## src/rtl/vischain_collect.sv

```systemverilog
// vischain_collect: tail sink of a correlator visibility chain.
// Collects the alternating re/im words into pairs and tags each pair with
// its unit index and end-of-frame. Pairs are queued in a small
// first-word-fall-through FIFO that feeds a valid/ready stream. When the
// FIFO is full a pair is dropped and the sticky overflow flag is raised;
// the chain is never stalled.
module vischain_collect #(
    parameter int LENGTH = 3,
    parameter int WIDTH  = 7,
    parameter int DEPTH  = 4,
    parameter int IBITS  = (LENGTH > 1) ? $clog2(LENGTH) : 1
) (
    input  logic                       clock,
    input  logic                       reset,
    input  logic                       valid_i,
    input  logic [WIDTH-1:0]           data_i,
    output logic                       m_tvalid,
    input  logic                       m_tready,
    output logic [2*WIDTH-1:0]         m_tdata,
    output logic [IBITS-1:0]           m_tuser,
    output logic                       m_tlast,
    output logic [$clog2(DEPTH):0]     level_o,
    output logic                       overflow_o
);

    localparam int PW = $clog2(DEPTH);
    localparam int LW = PW + 1;
    // FIFO entry layout: {tlast, tuser, im, re}
    localparam int EW = 2 * WIDTH + IBITS + 1;

    typedef enum logic {
        PH_RE = 1'b0,
        PH_IM = 1'b1
    } phase_t;

    phase_t             phase_q, phase_d;
    logic [IBITS-1:0]   index_q, index_d;
    logic [WIDTH-1:0]   re_hold_q, re_hold_d;
    logic [PW-1:0]      wr_ptr_q, wr_ptr_d;
    logic [PW-1:0]      rd_ptr_q, rd_ptr_d;
    logic [LW-1:0]      level_q, level_d;
    logic               overflow_q, overflow_d;
    logic [EW-1:0]      mem_q [DEPTH];

    logic               pair_done;
    logic               pop;
    logic               full;
    logic               push;
    logic               is_last;
    logic [EW-1:0]      entry_d;
    logic [EW-1:0]      head;

    // Word-phase FSM state register.
    always_ff @(posedge clock) begin
        if (reset) begin
            phase_q <= PH_RE;
        end else begin
            phase_q <= phase_d;
        end
    end

    // Word-phase FSM next state: re and im alternate, idle cycles hold.
    always_comb begin
        phase_d   = phase_q;
        pair_done = 1'b0;
        if (valid_i) begin
            case (phase_q)
                PH_RE: phase_d = PH_IM;
                PH_IM: begin
                    phase_d   = PH_RE;
                    pair_done = 1'b1;
                end
                default: phase_d = PH_RE;
            endcase
        end
    end

    // Pair assembly, index counter, FIFO bookkeeping and overflow detection.
    always_comb begin
        re_hold_d  = re_hold_q;
        index_d    = index_q;
        wr_ptr_d   = wr_ptr_q;
        rd_ptr_d   = rd_ptr_q;
        level_d    = level_q;
        overflow_d = overflow_q;

        is_last = (index_q == IBITS'(LENGTH - 1));
        entry_d = {is_last, index_q, data_i, re_hold_q};

        pop  = m_tvalid && m_tready;
        full = (level_q == LW'(DEPTH));
        // A full FIFO still accepts a pair when the head leaves this cycle.
        push = pair_done && (!full || pop);

        if (valid_i && (phase_q == PH_RE)) begin
            re_hold_d = data_i;
        end

        // The index advances on every completed pair, dropped or not.
        if (pair_done) begin
            index_d = is_last ? '0 : index_q + IBITS'(1);
        end

        if (pair_done && !push) begin
            overflow_d = 1'b1;
        end

        if (push) begin
            wr_ptr_d = wr_ptr_q + PW'(1);
        end
        if (pop) begin
            rd_ptr_d = rd_ptr_q + PW'(1);
        end

        case ({push, pop})
            2'b10:   level_d = level_q + LW'(1);
            2'b01:   level_d = level_q - LW'(1);
            default: level_d = level_q;
        endcase
    end

    // Control state: index, pointers, occupancy and sticky overflow.
    always_ff @(posedge clock) begin
        if (reset) begin
            index_q    <= '0;
            wr_ptr_q   <= '0;
            rd_ptr_q   <= '0;
            level_q    <= '0;
            overflow_q <= 1'b0;
        end else begin
            index_q    <= index_d;
            wr_ptr_q   <= wr_ptr_d;
            rd_ptr_q   <= rd_ptr_d;
            level_q    <= level_d;
            overflow_q <= overflow_d;
        end
    end

    // Data storage is left unreset; outputs are masked while the FIFO is empty.
    always_ff @(posedge clock) begin
        re_hold_q <= re_hold_d;
        if (push && !reset) begin
            mem_q[wr_ptr_q] <= entry_d;
        end
    end

    // Head of the FIFO drives the stream; zeros whenever nothing is queued.
    always_comb begin
        head       = mem_q[rd_ptr_q];
        m_tvalid   = (level_q != '0);
        m_tdata    = '0;
        m_tuser    = '0;
        m_tlast    = 1'b0;
        if (m_tvalid) begin
            m_tdata = head[2*WIDTH-1:0];
            m_tuser = head[2*WIDTH +: IBITS];
            m_tlast = head[EW-1];
        end
        level_o    = level_q;
        overflow_o = overflow_q;
    end

endmodule

```

## config.mk

```make
export PLATFORM = sky130hd
export DESIGN_NAME = vischain_collect
export DESIGN_NICKNAME = d
export VERILOG_FILES = /design/src/rtl/vischain_collect.sv
export SDC_FILE = /design/constraint.sdc
export NUM_CORES = 1
export LEC_CHECK = 0
export BUFFER_PORTS_ARGS = -buffer_cell sky130_fd_sc_hd__buf_2
export CORE_UTILIZATION = 58
export CTS_CLUSTER_SIZE = 40
export DETAILED_ROUTE_END_ITERATION = 6
export HOLD_SLACK_MARGIN = 0.15
export PLACE_DENSITY = 0.79
export SLEW_MARGIN = 25
export SYNTH_ARGS = -nofsm -noshare
export SYNTH_HDL_FRONTEND = slang
export SYNTH_SLANG_ARGS = --single-unit
```

## constraint.sdc

```tcl
create_clock -name clock -period 2.29 [get_ports clock]
set_clock_uncertainty 0.2 [all_clocks]
set_input_delay 0.229 -clock clock [delete_from_list [all_inputs] [get_ports clock]]
set_output_delay 0.229 -clock clock [all_outputs]
set_load 0.02 [all_outputs]
```

==> results.md, run 1 <==
| Step | Parameter | This run |
| --- | --- | --- |
| grt | GR peak layer | met2 |
| worst setup path | Nature of the critical path endpoint | output port |
| run | Total of max-cap violations | 0 |
| floorplanning | Area inside the core boundary | 0.00592 sq mm |
| floorplanning | Vertical die dimension | 80.4 um |
| layout | Area occupied by registers | 0.00251 sq mm |
| floorplanning | Floorplan die area | 0.00647 sq mm |
| yosys | Part of the Yosys area used for sequential elements | 70.4% |
| clocking | Number of levels the H-tree was split into | 3 |
| worst setup path | Number of buffer and inverter instances along the worst setup path | 2 |
| yosys | EDFF count, synth | 75 |
| sta | Pins Over Slew Limit | 0 |
| clocking | Cell at the root of the clock tree | sky130_fd_sc_hd__clkbuf_8 |
| sta | Fmax | 456 MHz |
| yosys | Number of nets produced by synthesis | 220 |
| yosys | Synthesized cell area | 0.00357 sq mm |
| grt | Pin count of the biggest net entering global routing | 20 |
| sta | Final worst hold slack | 0.158 ns |
| power and ir drop | Max VDD drop | 0.472 mV |
| layout | Fill cells | 370 |
| grt | Met3 routing resource usage after global routing | 3.75% |
| worst setup path | Critical path peak fanout | 17 |
| grt | Via count of the first global-routing pass | 1,894 |
| grt | First-pass GRT wire length | 9.54 mm |
| clocking | Number of buffers on the longest clock path | 2 |
| layout | Layout cells sized above 1 | 30.7% |
| yosys | Syn. warnings | 0 |
| sta | Setup violators final | 0 |
| sta | Normalized max-slew margin | 74.2% |
| grt | GR Layer Usage met1 | 27.8% |
| clocking | Clock insertion delay at the later pin of the skew report | 0.35 ns |
| floorplanning | Effective utilization at floorplan | 60.3% |
| worst setup path | Arrival time reported for the critical path endpoint | 1.76 ns |
| sta | Crit path time final | 2.19 ns |
| yosys | Post-synthesis async set-or-reset flop share | 0% |
| sta | Tcrit/Tclk final | 95.8% |
| placed design | Number of buffer cells added on primary ports | 32 |
| worst hold path | Hold path start | m_tready |
| clocking | TritonCTS clock tree | yes |
| yosys | Top cells by instance count after synthesis | sky130_fd_sc_hd__edfxtp_1 (75), sky130_fd_sc_hd__and2_1 (22), sky130_fd_sc_hd__mux4_2 (17) |
| floorplanning | Number of standard-cell rows in the floorplan | 28 |
| sta | Setup repair after global routing missed its margin | no |
| sta | Fin. Hold Viols | 0 |
| worst hold path | Worst min-delay path category | input pin to flop |
| worst setup path | Startpoint type of the worst setup path | flop |
| placed design | Half-perimeter wire length of the detailed placement result | 3.93 mm |
| route | Post-detailed-route count of antenna-violating nets | 0 |
| clocking | CTS Sinks | 88 |
| floorplanning | Die Span X | 80.4 um |
| clocking | Post-CTS Resized | 0 |
| route | Via density per instance | 5.56 |
| layout | Synth-to-layout area growth | 16.7% |
| yosys | Most frequently used cell type in the post-synthesis netlist | sky130_fd_sc_hd__edfxtp_1 |
| grt | Met2 capacity usage during global routing | 34.0% |
| route | Detailed-route wire length per cell | 18.0 um |
| route | Initial DRT Pass Iterations | 4 |
| grt | Overall Global Routing Usage | 21.0% |
| clocking | Number of setup buffers added after CTS | 0 |
| route | Count of vias placed by the detailed router | 1,869 |
| yosys | Register bit total from synthesis | 88 |
| status | Status | finished clean |
| grt | Antenna violations before repair | 0 |
| floorplanning | I/O pin count | 33 |
| grt | Global route total overflow | 0 |
| yosys | Top post-synthesis cells by area | sky130_fd_sc_hd__edfxtp_1 (63%), sky130_fd_sc_hd__mux4_2 (11%), sky130_fd_sc_hd__dfxtp_1 (7.3%) |
| layout | Number of antenna diodes | 0 |
| worst setup path | Critical path's top delay family | multiplexers |
| yosys | Count of mapped cells out of synthesis | 204 |
| placed design | Routability congestion estimate | 0.759 |
| worst setup path | Req. time, crit path | 1.86 ns |
| route | Drc violations | 0 |
| sta | Sum Neg Setup Slack | 0 ns |
| yosys | Count of different cell masters after synthesis | 41 |
| layout | Post-route standard cell area excluding fillers | 0.00416 sq mm |
| worst setup path | Crit Reg-Reg Startpoint | phase_q |
| layout | Area of the multi-input gates | 947 sq um |
| clocking | Count of hold buffers inserted by post-cts repair | 9 |
| worst setup path | Critical path's slowest cell | sky130_fd_sc_hd__mux4_2 |
| sta | Slew at the pin closest to its max-slew limit | 0.383 ns |
| worst setup path | Ordered list of cells on the worst path | buf_12 > mux4_2 > and2_1 > buf_2 |
| placed design | Instance area at placement | 0.00387 sq mm |
| route | Detailed Route Iter0 Violations | 100 |
| yosys | Avg Cell Area, Syn | 17.5 sq um |
| yosys | Most used flip-flop cell after synthesis | sky130_fd_sc_hd__edfxtp_1 |
| layout | Util after Layout | 70.3% |
| power and ir drop | Leakage power figure | 1.48 nW |
| clocking | Clock transition at the registers of the reported paths | 0.09 ns |
| route | Final wirelength | 6.04 mm |
| worst setup path | Start-to-end type of the worst setup path | flop to output port |
| yosys | Area share of the largest cell type after synthesis | 63.1% |
| layout | Net count, final | 272 |
| power and ir drop | Pwr Density | 831 mW/mm^2 |
| yosys | Yosys top cell by area | sky130_fd_sc_hd__edfxtp_1 |
| worst setup path | Critical Path Max Stage Delay | 0.52 ns |
| clocking | Total clock buffers created by CTS | 9 |
[final cells by class]
cell class / instances / share of cell area (%)
sequential: 88 / 60.3
multi-input combinational: 98 / 22.7
timing repair buffer: 55 / 9.44
clock buffer: 9 / 2.97
tap: 75 / 2.25
clock inverter: 7 / 1.89
inverter: 4 / 0.361
[where the power goes]
part	switching (W)	leakage (nW)	internal (W)
clock network	0.000559	0.0998	0.000518
logic	0.000319	0.575	0.000258
registers	0.0000288	0.802	0.00178
total	0.000906	1.48	0.00255
[worst min-delay path, stage by stage]
cell and delay, ns:
sky130_fd_sc_hd__buf_2 0.17, sky130_fd_sc_hd__o21ai_0 0.18, sky130_fd_sc_hd__a311oi_1 0.08
[metal layers]
metal	share of wire (%)	routed length, um
met5	0	0
met1	44	2650
met3	3.4	205
met2	51	3080
met4	1.6	99
[cell families (layout without fill, tap and decap cells)]
kind of cell               count (synthesis)  after routing  share of synthesized area (%)
AOI/OAI and AO/OA                         22             22                           4.10
xor gates and xnor gates                   3              3                          0.736
adders and majority gates                  5              5                           1.96
buffers and inverters                     18             75                           3.05
DFF                                       88             88                           70.4
muxes                                     18             18                           11.2
and+or+nand+nor                           50             50                           8.59
[per-stage QoR]
stage / cells / total power, W / worst slack [ns]
floorplan: 204 / 0.00225 / 0.0265
global placement: 311 / 0.00239 / 0.342
detailed placement: 311 / 0.00241 / 0.242
CTS: 336 / 0.00348 / 0.0687
global route: 336 / 0.00358 / 0.0249
finish: 336 / 0.00346 / 0.0967
[path summary, 6_finish.rpt]
path	endpoint	slack [ns]	cells past startpoint
worst max register to register	level_o[2]	0.22	6
worst max-delay path	m_tdata[1]	0.1	4
worst min register to register	overflow_o	0.28	2
worst min-delay path	level_o[1]	0.16	3
[cells in the final DEF, fill, tap and decap left out, drive strengths merged, types with 2 or more instances in the layout]
master / synthesis / final
clkbuf: 4 / 9
or3: 3 / 3
ha: 4 / 4
nor2b: 2 / 2
nor2: 6 / 6
a21oi: 6 / 6
and2: 22 / 22
mux4: 17 / 17
o21ai: 5 / 5
dfxtp: 13 / 13
nand2: 4 / 4
nor3: 2 / 2
buf: 10 / 46
xor2: 2 / 2
dlygate4sd3: 0 / 9
inv: 4 / 7
and3b: 2 / 2
clkinv: 0 / 2
nand3b: 2 / 2
edfxtp: 75 / 75
nand3: 2 / 2
[sequential cells by signal, summed over array words and instances, names as in the netlist, named ones only]
signal      flops
mem_q          68
re_hold_q       7
level_o         3
index_q         2
rd_ptr_q        2
wr_ptr_q        2
overflow_o      1
phase_q         1
Note: power is estimated with default switching activity, not from simulation.
==> run 2: changes to the inputs <==
--- a/config.mk
+++ b/config.mk
@@ -7,6 +7,7 @@
 export LEC_CHECK = 0
 export BUFFER_PORTS_ARGS = -buffer_cell sky130_fd_sc_hd__buf_2
 export CORE_UTILIZATION = 58
+export CTS_CLUSTER_DIAMETER = 30
 export CTS_CLUSTER_SIZE = 40
 export DETAILED_ROUTE_END_ITERATION = 6
 export HOLD_SLACK_MARGIN = 0.15
==> constraint.sdc (replaced) <==
create_clock -name clock -period 2.29 [get_ports clock]
set_clock_uncertainty 0.2 [all_clocks]
set_input_delay 0 -clock clock [delete_from_list [all_inputs] [get_ports clock]]
set_output_delay 0 -clock clock [all_outputs]
set_load 0.02 [all_outputs]
==> results.md, run 2 (same netlist as run 1, synthesis figures left out) <==
| Step | Parameter | This run | Delta |
| --- | --- | --- | --- |
| grt | Pin count of the biggest net entering global routing | 20 | unchanged |
| clocking | Number of buffers on the longest clock path | 2 | unchanged |
| grt | Via count of the first global-routing pass | 1,707 | was 1,894 |
| layout | Most flop-heavy register | mem_q | unchanged |
| status | Status | finished clean | unchanged |
| run | Total of max-cap violations | 0 | unchanged |
| layout | Number of standard cells in the layout, taps in and fillers out | 339 | was 336 |
| placed design | Half-perimeter wire length of the detailed placement result | 3.63 mm | was 3.93 mm |
| sta | Crit path time final | 2.04 ns | was 2.19 ns |
| worst hold path | Worst min-delay path category | input pin to flop | unchanged |
| sta | Fmax | 490 MHz | was 456 MHz |
| route | Drc violations | 0 | unchanged |
| sta | Slew at the pin closest to its max-slew limit | 0.387 ns | was 0.383 ns |
| floorplanning | Vertical die dimension | 80.4 um | unchanged |
| floorplanning | Effective utilization at floorplan | 60.3% | unchanged |
| worst setup path | Start-to-end type of the worst setup path | flop to output port | unchanged |
| worst setup path | Critical Path Max Stage Delay | 0.54 ns | was 0.52 ns |
| layout | Net count, final | 275 | was 272 |
| worst setup path | Critical path's slowest cell | sky130_fd_sc_hd__mux4_2 | unchanged |
| worst setup path | Ordered list of cells on the worst path | buf_4 > mux4_2 > and2_1 > buf_2 | was buf_12 > mux4_2 > and2_1 > buf_2 |
| placed design | Routability congestion estimate | 0.795 | was 0.759 |
| route | Initial DRT Pass Iterations | 4 | unchanged |
| layout | Flip-flop count of the largest register, all copies and words added | 68 | unchanged |
| worst setup path | Startpoint type of the worst setup path | flop | unchanged |
| grt | Global route total overflow | 0 | unchanged |
| clocking | CTS Sinks | 88 | unchanged |
| floorplanning | I/O pin count | 33 | unchanged |
| worst setup path | Arrival time reported for the critical path endpoint | 1.84 ns | was 1.76 ns |
| clocking | Cell at the root of the clock tree | sky130_fd_sc_hd__clkbuf_8 | unchanged |
| route | Detailed-route wire length per cell | 17.0 um | was 18.0 um |
| layout | Synth-to-layout area growth | 16.8% | was 16.7% |
| power and ir drop | Max VDD drop | 0.400 mV | was 0.472 mV |
| sta | Tcrit/Tclk final | 89.2% | was 95.8% |
| clocking | Post-CTS Resized | 0 | unchanged |
| sta | Final Worst Setup Slack | 0.248 ns | was 0.0967 ns |
| route | Via density per instance | 5.54 | was 5.56 |
| worst setup path | Nature of the critical path endpoint | output port | unchanged |
| layout | Util after Layout | 70.4% | was 70.3% |
| sta | Pins Over Slew Limit | 0 | unchanged |
| power and ir drop | Pwr Density | 809 mW/mm^2 | was 831 mW/mm^2 |
| clocking | Number of setup buffers added after CTS | 0 | unchanged |
| floorplanning | Die Span X | 80.4 um | unchanged |
| placed design | Pre-CTS setup slack | 0.366 ns | was 0.242 ns |
| clocking | Clock insertion delay at the later pin of the skew report | 0.34 ns | was 0.35 ns |
| layout | Number of antenna diodes | 0 | unchanged |
| route | Detailed Route Iter0 Violations | 118 | was 100 |
| clocking | TritonCTS clock tree | yes | unchanged |
| layout | Most common library cell in the layout ignoring fill and taps | sky130_fd_sc_hd__edfxtp_1 | unchanged |
| sta | Fin. Hold Viols | 0 | unchanged |
| layout | Fill cells | 400 | was 370 |
| route | Final wirelength | 5.76 mm | was 6.04 mm |
| worst setup path | Req. time, crit path | 2.09 ns | was 1.86 ns |
| clocking | Total clock buffers created by CTS | 9 | unchanged |
| floorplanning | Area inside the core boundary | 0.00592 sq mm | unchanged |
| grt | First-pass GRT wire length | 8.79 mm | was 9.54 mm |
| layout | Layout cells sized above 1 | 30.7% | about the same |
| placed design | Number of buffer cells added on primary ports | 32 | unchanged |
| floorplanning | Number of standard-cell rows in the floorplan | 28 | unchanged |
| worst setup path | Critical path peak fanout | 17 | unchanged |
| clocking | Number of levels the H-tree was split into | 3 | unchanged |
| sta | Setup violators final | 0 | unchanged |
| clocking | Clock transition at the registers of the reported paths | 0.08 ns | was 0.09 ns |
| route | Post-detailed-route count of antenna-violating nets | 0 | unchanged |
| floorplanning | Floorplan die area | 0.00647 sq mm | unchanged |
| route | Count of vias placed by the detailed router | 1,879 | was 1,869 |
| placed design | Total placed cells including tap cells | 312 | was 311 |
| grt | Overall Global Routing Usage | 19.6% | was 21.0% |
| power and ir drop | Leakage power figure | 1.49 nW | was 1.48 nW |
| sta | Sum Neg Setup Slack | 0 ns | unchanged |
| layout | Top library cells by usage in the layout, fill and taps aside | sky130_fd_sc_hd__edfxtp_1 (75), sky130_fd_sc_hd__buf_2 (32), sky130_fd_sc_hd__and2_1 (22), sky130_fd_sc_hd__mux4_2 (17) | was sky130_fd_sc_hd__edfxtp_1 (75), sky130_fd_sc_hd__buf_2 (32), sky130_fd_sc_hd__and2_1 (22), sky130_fd_sc_hd__mux4_2 (17), sky130_fd_sc_hd__dfxtp_1 (13) |
| sta | Setup repair after global routing missed its margin | no | unchanged |
| sta | Final worst hold slack | 0.230 ns | was 0.158 ns |
| grt | Antenna violations before repair | 0 | unchanged |
| sta | Normalized max-slew margin | 73.8% | was 74.2% |
## run 2: cell types whose count changed in the layout (fill, tap and decap cells not counted)
cell	previous run	this run
sky130_fd_sc_hd__clkbuf_8	9	10
sky130_fd_sc_hd__clkbuf_16	0	1
sky130_fd_sc_hd__clkinv_1	1	0
sky130_fd_sc_hd__inv_8	1	0
sky130_fd_sc_hd__inv_6	2	0
sky130_fd_sc_hd__dlygate4sd3_1	9	11
sky130_fd_sc_hd__clkbuf_1	0	1
sky130_fd_sc_hd__clkinv_2	0	2
sky130_fd_sc_hd__buf_12	3	2
sky130_fd_sc_hd__bufinv_16	1	0
sky130_fd_sc_hd__buf_4	11	13
## run 2: layout make-up
type | count | area [sq um] | share of cell area, %
repair buffers | 58 | 408 | 9.78
multi-input cells | 98 | 947 | 22.7
clock inverters | 4 | 26.3 | 0.630
inverters | 4 | 15.0 | 0.360
flip-flops and latches | 88 | 2510 | 60.3
well taps | 75 | 93.8 | 2.25
clock buffers | 12 | 166 | 3.99
## run 2: worst max-delay path: cells and delay by family (launching register included)
kind / cells / cell delay [ns]
muxes: 1 / 0.54
and+or+nand+nor: 1 / 0.18
DFF: 1 / 0.31
buffers and inverters: 2 / 0.48
## run 2: power by group
part / internal [W] / switching, W
clock: 0.000489 / 0.000508
sequential: 0.00178 / 0.0000227
combinational: 0.000256 / 0.000319
## run 2: metal layers
layer  wire length [um]  GRT usage, %  vias up
met1               2570          27.1      931
met3                216          3.75        8
li1                   -             -      901
met2               2870          30.1       39
met4                100          9.11        0
met5                  0             0        -
## run 2: through the flow
step	power, W	instance area [sq um]
finish	0.00337	4170
global route	0.00351	4170
CTS	0.00340	4170
detailed placement	0.00240	3870
global placement	0.00238	3870
floorplan	0.00225	3570
## run 2: final timing paths
path,end,startpoint,slack (ns),cells past startpoint
setup / recovery,m_tdata[7],flop,0.25,4
setup reg to reg,level_o[2],level_o[2],0.34,6
hold reg to reg,overflow_o,overflow_o,0.27,2
hold / removal,mem_q[2][11],data_i[4],0.23,2
## run 2: repair_timing
item,4_1_cts,5_1_grt
hold endpoints to repair,55,0
hold buffers,11,0
setup endpoints to repair,0,0
